**config.mk**
```make
export PLATFORM = sky130hd
export DESIGN_NAME = controlador_hamming
export DESIGN_NICKNAME = d
export VERILOG_FILES = /design/src/rtl/controlador_hamming.sv
export SDC_FILE = /design/constraint.sdc
export NUM_CORES = 1
export LEC_CHECK = 0
export BUFFER_PORTS_ARGS = -buffer_cell sky130_fd_sc_hd__buf_2
export CAP_MARGIN = 10
export CORE_UTILIZATION = 47
export DETAILED_ROUTE_END_ITERATION = 6
export PLACE_DENSITY = 0.77
export SLEW_MARGIN = 20
export SYNTH_ARGS = -nofsm -noshare
export SYNTH_HDL_FRONTEND = slang
export SYNTH_SLANG_ARGS = --single-unit
export TNS_END_PERCENT = 1
```
**constraint.sdc**
```tcl
create_clock -name clk -period 1.8 [get_ports clk]
set_clock_uncertainty 0.15 [all_clocks]
set_input_delay 0.36 -clock clk [delete_from_list [all_inputs] [get_ports clk]]
set_output_delay 0.36 -clock clk [all_outputs]
set_load 0.02 [all_outputs]
```
**src/rtl/controlador_hamming.sv**
```systemverilog
// Receive-side Hamming(7,4) controller: accepts a code word, computes its syndrome,
// corrects a single-bit error and hands the data nibble downstream with a saturating error count.
module controlador_hamming #(
   parameter int CNT_W = 8
) (
   input  logic             clk,
   input  logic             rst,
   input  logic             entrada_valida,
   input  logic [6:0]       palabra_recibida,
   output logic             entrada_lista,
   output logic             salida_valida,
   input  logic             salida_lista,
   output logic [3:0]       datos_corregidos,
   output logic [2:0]       sindrome,
   output logic             error_detectado,
   input  logic             limpiar_contador,
   output logic [CNT_W-1:0] contador_errores
);

   typedef enum logic [1:0] {
      ESPERA     = 2'd0,
      CALCULO    = 2'd1,
      CORRECCION = 2'd2,
      ENTREGA    = 2'd3
   } estado_t;

   localparam logic [CNT_W-1:0] CNT_MAX = {CNT_W{1'b1}};

   estado_t    estado_r;
   estado_t    estado_s;
   logic [6:0] palabra_r;
   logic [2:0] sindrome_r;
   logic [3:0] datos_s;

   // Syndrome value equals the 1-based position of the flipped bit
   function automatic logic [2:0] calcular_sindrome(input logic [6:0] w);
      return {w[3] ^ w[4] ^ w[5] ^ w[6],
              w[1] ^ w[2] ^ w[5] ^ w[6],
              w[0] ^ w[2] ^ w[4] ^ w[6]};
   endfunction

   // Only data positions (7,6,5,3) matter for the delivered nibble
   function automatic logic [3:0] extraer_datos(input logic [6:0] w, input logic [2:0] s);
      return {w[6] ^ (s == 3'd7),
              w[5] ^ (s == 3'd6),
              w[4] ^ (s == 3'd5),
              w[2] ^ (s == 3'd3)};
   endfunction

   assign datos_s       = extraer_datos(palabra_r, sindrome_r);
   assign entrada_lista = (estado_r == ESPERA) & ~rst;

   // State register
   always_ff @(posedge clk or posedge rst) begin
      if (rst) begin
         estado_r <= ESPERA;
      end else begin
         estado_r <= estado_s;
      end
   end

   // Next-state logic
   always_comb begin
      estado_s = estado_r;
      case (estado_r)
         ESPERA: begin
            if (entrada_valida) begin
               estado_s = CALCULO;
            end else begin
               estado_s = ESPERA;
            end
         end
         CALCULO:    estado_s = CORRECCION;
         CORRECCION: estado_s = ENTREGA;
         ENTREGA: begin
            if (salida_lista) begin
               estado_s = ESPERA;
            end else begin
               estado_s = ENTREGA;
            end
         end
         default:    estado_s = ESPERA;
      endcase
   end

   // Captured word and its syndrome
   always_ff @(posedge clk or posedge rst) begin
      if (rst) begin
         palabra_r  <= 7'd0;
         sindrome_r <= 3'd0;
      end else begin
         if ((estado_r == ESPERA) && entrada_valida) begin
            palabra_r <= palabra_recibida;
         end else begin
            palabra_r <= palabra_r;
         end
         if (estado_r == CALCULO) begin
            sindrome_r <= calcular_sindrome(palabra_r);
         end else begin
            sindrome_r <= sindrome_r;
         end
      end
   end

   // Delivered outputs; data fields hold until the next correction
   always_ff @(posedge clk or posedge rst) begin
      if (rst) begin
         salida_valida    <= 1'b0;
         datos_corregidos <= 4'd0;
         sindrome         <= 3'd0;
         error_detectado  <= 1'b0;
      end else begin
         case (estado_r)
            CORRECCION: begin
               salida_valida    <= 1'b1;
               datos_corregidos <= datos_s;
               sindrome         <= sindrome_r;
               error_detectado  <= (sindrome_r != 3'd0);
            end
            ENTREGA: begin
               if (salida_lista) begin
                  salida_valida <= 1'b0;
               end else begin
                  salida_valida <= 1'b1;
               end
            end
            default: begin
               salida_valida <= 1'b0;
            end
         endcase
      end
   end

   // Saturating error counter; clear wins over a simultaneous increment
   always_ff @(posedge clk or posedge rst) begin
      if (rst) begin
         contador_errores <= {CNT_W{1'b0}};
      end else if (limpiar_contador) begin
         contador_errores <= {CNT_W{1'b0}};
      end else if ((estado_r == CORRECCION) && (sindrome_r != 3'd0) &&
                   (contador_errores != CNT_MAX)) begin
         contador_errores <= contador_errores + CNT_W'(1);
      end else begin
         contador_errores <= contador_errores;
      end
   end

endmodule

```
* Word-level counts from Yosys, hierarchy flattened *
Index checks and enable logic that the tools add are counted.

cells by class
  $add $sub $neg = 1
  eq/ne operators = 8
  muxes and demuxes = 7
  bitwise logic cells = 15
  reductions and logical operators = 6

operator list
  cell                                                 count
  two-way mux 8 bit                                    2
  bitwise XOR 1 bit                                    13
  equality test 3 bit, second input constant           3
  adder 8 x 1 -> 8 bit, second input constant          1
  != test 8 bit, second input constant                 1
  one-hot mux 2 bit (4 select lines)                   1
  equality test 2 bit, second input constant           2
  equality test 3 x 2 -> 1 bit, second input constant  1
  logical AND 1 bit                                    3
  nonzero test 3 bit                                   1
  equality test 2 x 1 -> 1 bit, second input constant  1
  zero test 2 bit                                      1
  two-way mux 1 bit                                    2
  two-way mux 2 bit                                    1
  one-hot mux 1 bit (2 select lines)                   1
  nonzero test 2 bit                                   1
  AND 1 bit                                            1
  inverter 1 bit                                       1

word-level totals
  register bits after elaboration = 29
  output and inout port bits = 18
  logic and storage cells = 45

* Longest topological paths before layout *
Gate-level depths: netlist of run 1.

  depth after elaboration = 5
  depth in mapped cells = 6
  gate-level depth less buffers = 5

* Worst setup path after synthesis of run 1 *
No wires, ideal clock.

  kind = register to register
  from = reg estado_r[0]
  to = reg contador_errores[7]
  library setup time = 125 ps
  data arrival time = 1,543 ps
  required time = 1,525 ps
  path slack = -18 ps
  stages on the path, launching flop included = 7
  buffers on the path = 2
  cell sequence = dfrtp_1 > nand2b_1 > buf_6 > or2_0 > buf_2 > nor3_1 > mux2_2

on the way
  cells in the longest elaborated chain, start to end = 4

ends and longest elaborated chain
  element                          line  source
  from (decl)                      29    estado_t estado_r;
  from (signal assigned)           58    estado_r <= estado_s;
  equality test 2 bit              140   end else if ((estado_r == CORRECCION) && (sindrome_r != 3'd0) &&
  logical AND 1 bit (2 in series)  140
  nonzero test 2 bit (no line)     -
  to (signal assigned)             139   contador_errores <= {CNT_W{1'b0}};
  to (signal assigned)             142   contador_errores <= contador_errores + CNT_W'(1);
  to (signal assigned)             144   contador_errores <= contador_errores;
  to (decl)                        17    output logic [CNT_W-1:0] contador_errores

No other way between the ends.
A chain may end at the register's enable or synchronous reset.

* Worst setup path in the final report of run 1 *
  from = reg contador_errores[0]
  to = reg contador_errores[0]

on the way
  cells in the longest elaborated chain, start to end = 3
  elaborated cells between the ends (all ways) = 6
  classes of those cells = 1 x add/sub; 1 x eq/ne; 2 x mux; 2 x reduce/logical

ends and longest elaborated chain
  element                                                  line      source
  from (signal assigned)                                   137       contador_errores <= {CNT_W{1'b0}};
  from (signal assigned)                                   139
  from (signal assigned)                                   142
  adder 8 x 1 -> 8 bit or != test 8 bit (tied branches)    142, 141
  two-way mux 8 bit or logical AND 1 bit (tied branches)   140
  two-way mux 8 bit or nonzero test 2 bit (tied branches)  -

Several ways; a longest one is shown, not always the timed one. The select of a mux whose other input is x is not followed.

==> results of run 1 <==
## through the flow
step                hold slack, ps  utilization, %  cells  setup slack (ps)  area (sq um)
floorplan                      288               -    130              5.30          1370
global placement               299            58.3    196               167          1610
detailed placement             307            58.3    196              56.4          1610
CTS                            101            60.6    204              36.4          1670
global route                   111            60.8    204              25.3          1680
finish                         124            60.8    204               107          1680
## power by group
part           switching (mW)  internal, mW
Clock                   0.207         0.184
Sequential              0.189         0.905
Combinational           0.657         0.623
## metal layers
| layer | wire length, um | vias up |
|---|---|---|
| met5 | 0 | - |
| met4 | 43 | 0 |
| met3 | 138 | 5 |
| met2 | 1430 | 39 |
| met1 | 1070 | 550 |
| li1 | - | 531 |
## cell usage in the layout (no fill, tap or decap), drive strengths merged
cell / netlist / layout
buf: 3 / 39
and3b: 1 / 1
ha: 1 / 1
nand3: 3 / 3
inv: 5 / 5
xnor2: 9 / 9
o2111a: 1 / 1
nand4: 2 / 2
or2: 1 / 1
xor2: 3 / 3
nand2b: 3 / 3
o311ai: 1 / 1
nor3: 9 / 9
nor3b: 1 / 1
a21oi: 5 / 5
clkbuf: 1 / 7
a221oi: 1 / 1
mux2: 11 / 11
or3: 1 / 1
dfrtp: 29 / 29
nand3b: 3 / 3
nand2: 17 / 17
o21ai: 11 / 11
dlygate4sd3: 0 / 1
mux2i: 1 / 1
nor2: 7 / 7
## area by class of cell
class	count	area, sq um
Clock buffer	7	55.1
Timing Repair Buffer	40	230
Sequential cell	29	726
Multi-Input combinational cell	92	608
Inverter	5	18.8
Fill cell	228	1080
Tap cell	31	38.8
## state kept, by name (all words and copies together) (netlist names)
| name | count |
|---|---|
| error_detectado | 1 |
| contador_errores | 8 |
| sindrome | 3 |
| estado_r | 2 |
| sindrome_r | 3 |
| datos_corregidos | 4 |
| palabra_r | 7 |
| salida_valida | 1 |
## cell families after synthesis
family                     after synthesis  synth area share, %
and+or+nand+nor                         48                 17.4
adders and majority gates                1                0.916
DFF                                     29                 53.1
AOI/OAI and AO/OA                       19                 7.97
xor gates and xnor gates                12                 7.69
muxes                                   12                 9.80
buffers and inverters                    9                 3.11
## final timing paths
check	slack [ps]	startpoint	depth (start not counted)	to
max	110	contador_errores[0]$_DFFE_PP0P_	6	contador_errores[0]$_DFFE_PP0P_
min reg2reg	330	error_detectado$_DFFE_PP0N_	2	error_detectado$_DFFE_PP0N_
min in group asynchronous	510	rst	4	sindrome[0]$_DFFE_PP0N_
max reg2reg	110	contador_errores[0]$_DFFE_PP0P_	6	contador_errores[0]$_DFFE_PP0P_
max in group asynchronous	720	rst	4	datos_corregidos[2]$_DFFE_PP0N_
min	120	palabra_recibida[1]	2	palabra_r[1]$_DFFE_PP0P_
## timing repair
action	in CTS	in global routing
resized for setup	0	1
endpoints found under the hold margin	29	0
setup endpoints to repair	0	4
hold buffers	1	0
buffers inserted	0	0
==> results.py, run 1 <==
metrics = {
    "pwr": {
        "power_mw": 2.76,
        "p_leak_nw": 0.791,
        "ir_drop_mv": 1.00,
        "pwr_density_cell_mw_per_mm2": 1650,
    },
    "timing": {
        "rsz0062_at_grt": "false",
        "period_minus_slack_ps": 1690,
        "max_freq_ghz": 0.591,
        "setup_viol": 0,
        "final-hold-violation-count": 0,
        "slew_viol_final": 0,
        "final.period_utilization_pct": 94.1,
        "final.setup.tns_ps": 0,
        "tightest_slew_ps": 407,
        "max_slew_margin_pct": 72.5,
    },
    "worst_setup_path": {
        "start_kind": "register",
        "critical_path_buf_inv_count": 1,
        "slowest_stage": "dfrtp_1",
        "critPathTopFamily": "simple AND/OR/NAND/NOR gates",
        "critical_path_required_ps": 1900,
        "critPathMaxStageDelay_ps": 420,
        "cp-end-kind": "register",
        "cp_max_fo": 5,
        "path_cells": "ha_1, nand2_1, nor3_2, buf_4, or3_1, a21oi_1",
        "cp_data_arrival_time_ps": 1790,
        "critPathKind": "register to register",
    },
    "detailed_routing": {
        "vias": 1125,
        "dr.pass1.iters": 4,
        "viasPerCell": 5.51,
        "wl_um": 2690,
        "wl_per_cell_um": 13.2,
        "ant_nets": 0,
        "first_iter_violations": 45,
        "drc": 0,
    },
    "die": {
        "core_area_sq_mm": 0.00276,
        "start_util_pct": 49.5,
        "io_pins": 30,
        "core.rowCount": 19,
        "die_area_sq_mm": 0.00313,
        "die_x_um": 55.9,
        "die_h_um": 55.9,
    },
    "grt": {
        "top_usage_layer": "met2",
        "grt_pass1_vias": 1112,
        "grt_pass1_wl_um": 4660,
        "antenna_found_initial": 0,
        "grtUsageTotal_pct": 19.8,
        "grt.met2_usage_pct": 36.0,
        "grt.overflow.total": 0,
        "met1_usage_pct": 21.1,
        "grt_max_degree": 30,
        "use_met3_pct": 4.65,
    },
    "logic_synthesis": {
        "avgSynthCellArea_sq_um": 10.5,
        "ys_top_cells_by_count": "dfrtp_1, nand2_1, mux2_2, o21ai_0",
        "synth-seq-cells": 29,
        "async_reset_ff_share_pct": 100,
        "yosysSeqAreaShare_pct": 53.1,
        "synth_top_area_share_pct": 53.1,
        "ys_warn_count": 0,
        "synth_edf_count": 0,
        "synth.distinct_cells": 27,
        "syn_area_sq_mm": 0.00137,
        "ys_dominant_reg_cell": "dfrtp_1",
        "synth.area.top_cells": "dfrtp_1, mux2_2, xnor2_1",
        "yosys.area.top_type": "dfrtp_1",
        "synth_cells": 130,
        "synth.most_common_cell": "dfrtp_1",
        "synth_nets": 143,
    },
    "clock_tree": {
        "numCtsBuffers": 5,
        "cts_max_level": 2,
        "cts.sinks": 29,
        "insertion_delay_ps": 320,
        "ctsLongestPathBuffers": 2,
        "path_clk_slew_ps": 90,
        "ctsRootBufferMaster": "clkbuf_4",
        "cts_tree": "done",
    },
    "place": {
        "port-buffer-count": 29,
        "hpwl_um": 2020,
        "gp_congestion": 0.834,
    },
    "job": {
        "drv_cap": 0,
    },
    "layout": {
        "final_nets": 186,
        "syn_to_final_growth_pct": 22.7,
        "diodes": 0,
        "post_route_cells_drive_above_1_share_pct": 34.1,
    },
    "min_path": {
        "worst_hold_path_type": "input port to register",
    },
    "run_status": {
        "outcome": "finished clean",
    },
}
No activity file was read; power rests on OpenSTA's default activity.
==> run 2, diff against run 1 <==
clock period = 1.5 ns   (was 1.8 ns; I/O delays follow)
==> run 2 against run 1 <==
Effect of this change:
- the flow now finishes with violations (negative setup slack)
- largest power group unchanged
- largest cell class unchanged
- register-to-register slack got worse by 230 ps
- design area grew 15%
- non-clock buffer count rose by 13
- sequential power grew 20%
- setup slack worse by 270 ps
- die area unchanged
- final cell count rose by 6.4%
- critical endpoint is now entrada_lista
==> results.py, run 2 (synthesis gave the netlist of run 1 again) <==
metrics = {
    "die": {
        "io_pins": 30,
        "die_h_um": 55.9,
        "core.rowCount": 19,
        "core_area_sq_mm": 0.00276,
        "start_util_pct": 49.5,
        "die_x_um": 55.9,
        "die_area_sq_mm": 0.00313,
    },
    "detailed_routing": {
        "drc": 0,
        "wl_um": 3130,
        "ant_nets": 0,
        "first_iter_violations": 43,
        "vias": 1173,
        "wl_per_cell_um": 14.4,
        "dr.pass1.iters": 4,
        "viasPerCell": 5.41,
    },
    "clock_tree": {
        "cts_tree": "done",
        "ctsLongestPathBuffers": 2,
        "numCtsBuffers": 5,
        "ctsRootBufferMaster": "clkbuf_4",
        "cts_max_level": 2,
        "cts.sinks": 29,
        "insertion_delay_ps": 320,
        "path_clk_slew_ps": 90,
    },
    "layout": {
        "largest_reg_flops": 8,
        "syn_to_final_growth_pct": 40.7,
        "layout_common_cells": "dfrtp_1, buf_2, buf_4",
        "final_nets": 199,
        "post_route_cells_drive_above_1_share_pct": 44.1,
        "largest_registers": "contador_errores x8, palabra_r x7, datos_corregidos x4",
        "final_common_cell": "dfrtp_1",
        "fin_util_pct": 69.7,
        "largest_register": "contador_errores",
        "nFillCells": 223,
        "diodes": 0,
        "finalInstanceArea_sq_mm": 0.00192,
    },
    "timing": {
        "final.period_utilization_pct": 111,
        "setup_viol": 16,
        "rsz0062_at_grt": "true",
        "final-hold-violation-count": 0,
        "max_slew_margin_pct": 75.5,
        "tightest_slew_ps": 368,
        "fin_hold_ws_ps": 55.3,
        "fin_ws_ps": -162,
        "slew_viol_final": 0,
        "max_freq_ghz": 0.602,
        "period_minus_slack_ps": 1660,
    },
    "place": {
        "hpwl_um": 2130,
        "gp_congestion": 0.797,
        "port-buffer-count": 29,
        "dpl-instance-area_sq_mm": 0.00169,
    },
    "worst_setup_path": {
        "critical_path_required_ps": 1050,
        "r2r_start": "estado_r[1]$_DFF_PP0_",
        "critPathKind": "register to primary output",
        "crit_start": "estado_r[1]$_DFF_PP0_",
        "cp-end-kind": "primary output",
        "cp_max_fo": 2,
        "cp_data_arrival_time_ps": 1210,
        "start_kind": "register",
    },
    "job": {
        "drv_cap": 0,
    },
    "grt": {
        "grt.overflow.total": 0,
        "grt_pass1_wl_um": 5170,
        "antenna_found_initial": 0,
        "grt_pass1_vias": 1199,
        "grtUsageTotal_pct": 21.9,
        "grt_max_degree": 30,
    },
    "run_status": {
        "failed_checks": "negative setup slack",
        "outcome": "finished with violations",
    },
    "min_path": {
        "worst_hold_path_type": "input port to register",
        "worstHoldStart": "palabra_recibida[5]",
    },
    "pwr": {
        "pwr_density_cell_mw_per_mm2": 1990,
        "ir_drop_mv": 1.54,
        "p_leak_nw": 0.946,
    },
}
## run 2: critical path, cell delays in order (launching register included)
cell and delay (ps):
dfrtp_1 400, buf_6 130, buf_6 110, nor3_2 90, buf_4 160
## run 2: repair_timing
item,4_1_cts,5_1_grt
resized for setup,11,27
endpoints found under the hold margin,29,0
buffers inserted,3,1
hold buffers,1,0
setup endpoints to repair,15,23
pin swaps,4,4
## run 2: worst paths after layout
path | to | slack, ps | cells after the start
max | entrada_lista | -160 | 4
min | palabra_r[5]$_DFFE_PP0P_ | 60 | 2
max reg2reg | contador_errores[0]$_DFFE_PP0P_ | -120 | 6
min reg2reg | datos_corregidos[2]$_DFFE_PP0N_ | 330 | 2
max in group asynchronous | datos_corregidos[1]$_DFFE_PP0N_ | 480 | 4
min in group asynchronous | estado_r[1]$_DFF_PP0_ | 450 | 4
## run 2: stage by stage
step | setup TNS, ps | std cells | setup slack [ps] | total power [mW]
after global placement | -226 | 205 | -73.3 | 2.91
final | -931 | 217 | -162 | 3.82
after CTS | -844 | 216 | -164 | 3.59
after floorplan | -908 | 130 | -188 | 2.43
after global routing | -2120 | 217 | -214 | 4.09
after detailed placement | -550 | 205 | -152 | 2.98
## run 2: metal layers
layer | track usage (%) | vias to the layer above | share of wire (%)
met4 | 9.41 | 0 | 2.6
met2 | 40.3 | 37 | 53
met1 | 22.7 | 564 | 40
met3 | 7.21 | 10 | 4.5
met5 | 0 | - | 0
li1 | - | 562 | -
## run 2: power by group
group / leakage [nW] / switching [mW] / internal [mW]
registers: 0.366 / 0.220 / 1.09
logic: 0.549 / 0.944 / 1.09
clock network: 0.0314 / 0.260 / 0.221
total: 0.946 / 1.42 / 2.40
## run 2: final cells by class
cell class              count  area, sq um  area share, %
clock buffers               7         55.1           2.86
inverters                   5         18.8          0.977
multi-input cells          92          709           36.9
flip-flops and latches     29          726           37.8
well taps                  31         38.8           2.02
repair buffers             53          374           19.5
==> run 3, diff against run 2 <==
ABC_AREA = 1   (was not set)
CORE_UTILIZATION = 49   (was 47)
PLACE_DENSITY = 0.79   (was 0.77)
SKIP_LAST_GASP = 1   (was not set)
==> run 3 against run 2 <==
Effect of this change:
- the flow finishes with violations (design-rule violations, negative setup slack)
- core utilization fell by 5.3 points
- synthesized cell count rose by 32%
- setup slack improved by 140 ps
- critical endpoint unchanged
- largest power group unchanged
- via count rose by 6.9%
- clock power rose by 39%
- synthesized area rose by 12%
- sequential share of layout area rose by 1.9 points
- combinational power fell by 19%
- critical path depth fell by 2
==> results.py, run 3 <==
metrics = {
    "job": {
        "drv_cap": 0,
    },
    "layout": {
        "final_nets": 222,
        "largest_registers": "contador_errores x8, palabra_r x7, datos_corregidos x4",
        "final_common_cell": "nand2_1",
        "syn_to_final_growth_pct": 20.5,
        "diodes": 0,
        "largest_register": "contador_errores",
        "largest_reg_flops": 8,
        "layout_common_cells": "nand2_1, buf_2, dfrtp_1",
        "post_route_cells_drive_above_1_share_pct": 33.8,
    },
    "grt": {
        "antenna_found_initial": 0,
        "grt_pass1_wl_um": 5080,
        "grtUsageTotal_pct": 20.7,
        "grt.overflow.total": 0,
        "grt_pass1_vias": 1211,
        "grt_max_degree": 30,
    },
    "worst_setup_path": {
        "critPathMaxStageDelay_ps": 470,
        "cp_max_fo": 6,
        "start_kind": "register",
        "cp-end-kind": "primary output",
        "path_cells": "nor3_2, buf_4",
        "critPathKind": "register to primary output",
        "slowest_stage": "dfrtp_2",
        "critical_path_required_ps": 1050,
        "cp_data_arrival_time_ps": 1070,
        "crit_start": "estado_r[1]$_DFF_PP0_",
        "reg2reg_slack_ps": 40,
        "r2r_start": "contador_errores[0]$_DFFE_PP0P_",
    },
    "die": {
        "die_area_sq_mm": 0.00334,
        "start_util_pct": 53.5,
        "core.rowCount": 19,
        "die_x_um": 57.8,
        "die_h_um": 57.8,
        "io_pins": 30,
        "core_area_sq_mm": 0.00285,
    },
    "run_status": {
        "outcome": "finished with violations",
        "failed_checks": "design-rule violations, negative setup slack",
    },
    "pwr": {
        "ir_drop_mv": 1.12,
        "p_leak_nw": 0.942,
        "pwr_density_cell_mw_per_mm2": 2010,
        "power_mw": 3.69,
    },
    "clock_tree": {
        "insertion_delay_ps": 330,
        "numCtsBuffers": 5,
        "path_clk_slew_ps": 90,
        "post_cts_buffers": 0,
        "cts.sinks": 29,
        "ctsLongestPathBuffers": 2,
        "cts_tree": "done",
        "cts_max_level": 2,
        "ctsRootBufferMaster": "clkbuf_4",
    },
    "timing": {
        "max_freq_ghz": 0.656,
        "fin_ws_ps": -23.6,
        "tightest_slew_ps": 363,
        "setup_viol": 1,
        "slew_viol_final": 0,
        "max_slew_margin_pct": 75.8,
        "final.period_utilization_pct": 102,
        "rsz0062_at_grt": "true",
        "final-hold-violation-count": 0,
        "period_minus_slack_ps": 1520,
        "final.setup.tns_ps": -23.6,
    },
    "detailed_routing": {
        "dr.pass1.iters": 6,
        "wl_um": 3010,
        "vias": 1254,
        "ant_nets": 0,
        "drc": 2,
        "wl_per_cell_um": 12.5,
        "viasPerCell": 5.20,
        "first_iter_violations": 62,
    },
    "logic_synthesis": {
        "synth-seq-cells": 29,
        "yosys.area.top_type": "dfrtp_1",
        "synth_edf_count": 0,
        "yosysSeqAreaShare_pct": 47.6,
        "synth.most_common_cell": "nand2_1",
        "ys_top_cells_by_count": "nand2_1, dfrtp_1, inv_1, nand3_1, o21ai_0",
        "avgSynthCellArea_sq_um": 8.92,
        "synth_top_area_share_pct": 47.6,
        "syn_area_sq_mm": 0.00153,
        "synth.distinct_cells": 25,
        "ys_dominant_reg_cell": "dfrtp_1",
        "async_reset_ff_share_pct": 100,
        "synth.area.top_cells": "dfrtp_1, nand2_1, mux2_2",
        "synth_nets": 184,
        "synth_cells": 171,
        "ys_warn_count": 0,
    },
    "min_path": {
        "worst_hold_path_type": "input port to register",
        "worstHoldStart": "palabra_recibida[1]",
    },
    "place": {
        "hpwl_um": 2190,
        "port-buffer-count": 29,
        "gp_congestion": 0.869,
    },
}
## run 3: cell count changes after synthesis, moves of 5 or more
| cell | previous run | this run |
|---|---|---|
| nand3_2 | 0 | 6 |
| xnor2_1 | 9 | 4 |
| nor3_1 | 9 | 2 |
| inv_1 | 5 | 15 |
| nand3_1 | 3 | 15 |
| nand2_1 | 17 | 37 |
## run 3: timing repair
item | 4_1_cts | 5_1_grt
endpoints found under the setup margin | 2 | 13
hold buffers | 2 | 0
resized for setup | 3 | 0
pin swaps | 1 | 0
endpoints found under the hold margin | 30 | 0
## run 3: power breakdown
group / switching (mW) / total, mW / internal [mW]
clock: 0.270 / 0.668 / 0.398
combinational: 0.964 / 1.64 / 0.675
sequential: 0.290 / 1.38 / 1.09
## run 3: metrics by stage
step	worst slack (ps)	hold WS (ps)	area, sq um	utilization, %	cells
finish	-23.6	43.4	1840	64.4	241
global route	-105	29.0	1840	64.4	241
CTS	-30.9	30.4	1840	64.4	241
detailed placement	56.9	253	1720	60.4	231
global placement	98.4	234	1720	60.4	231
floorplan	31.3	228	1530	-	171
## run 3: metal layers
layer	routed length, um	share of wire (%)	vias up	global-route usage (%)
li1	-	-	622	-
met1	1350	45	587	24.7
met2	1420	47	35	32.1
met3	145	4.8	10	5.80
met4	89	3.0	0	15.3
met5	0	0	-	0
## run 3: cells by family after synthesis
kind of cell,share of synthesized area (%)
XOR/XNOR,6.32
flip-flops,47.6
adder cells (fa/ha/maj),0.820
buffers and inverters,6.97
AND/OR/NAND/NOR,27.1
AO/OA/AOI/OAI,6.07
multiplexers,5.17
## run 3: path summary, 6_finish.rpt
kind | endpoint | depth (start not counted)
min in group asynchronous | palabra_r[5]$_DFFE_PP0P_ | 4
max | entrada_lista | 2
max in group asynchronous | contador_errores[0]$_DFFE_PP0P_ | 4
min reg2reg | sindrome[0]$_DFFE_PP0N_ | 2
max reg2reg | contador_errores[6]$_DFFE_PP0P_ | 6
min | palabra_r[1]$_DFFE_PP0P_ | 2
## run 3: final cells by class
| cell class | count | area, sq um |
|---|---|---|
| Fill cell | 253 | 1010 |
| Sequential cell | 29 | 729 |
| Multi-Input combinational cell | 118 | 698 |
| Timing Repair Buffer | 36 | 205 |
| Inverter | 19 | 81.3 |
| Clock buffer | 7 | 55.1 |
| Tap cell | 31 | 38.8 |
| Clock inverter | 1 | 30.0 |
## run 3: critical path: cells and delay by family, from the launching register on
| kind | cells | cell delay, ps |
|---|---|---|
| buffers and inverters | 1 | 160 |
| flip-flops | 1 | 470 |
| AND/OR/NAND/NOR | 1 | 120 |
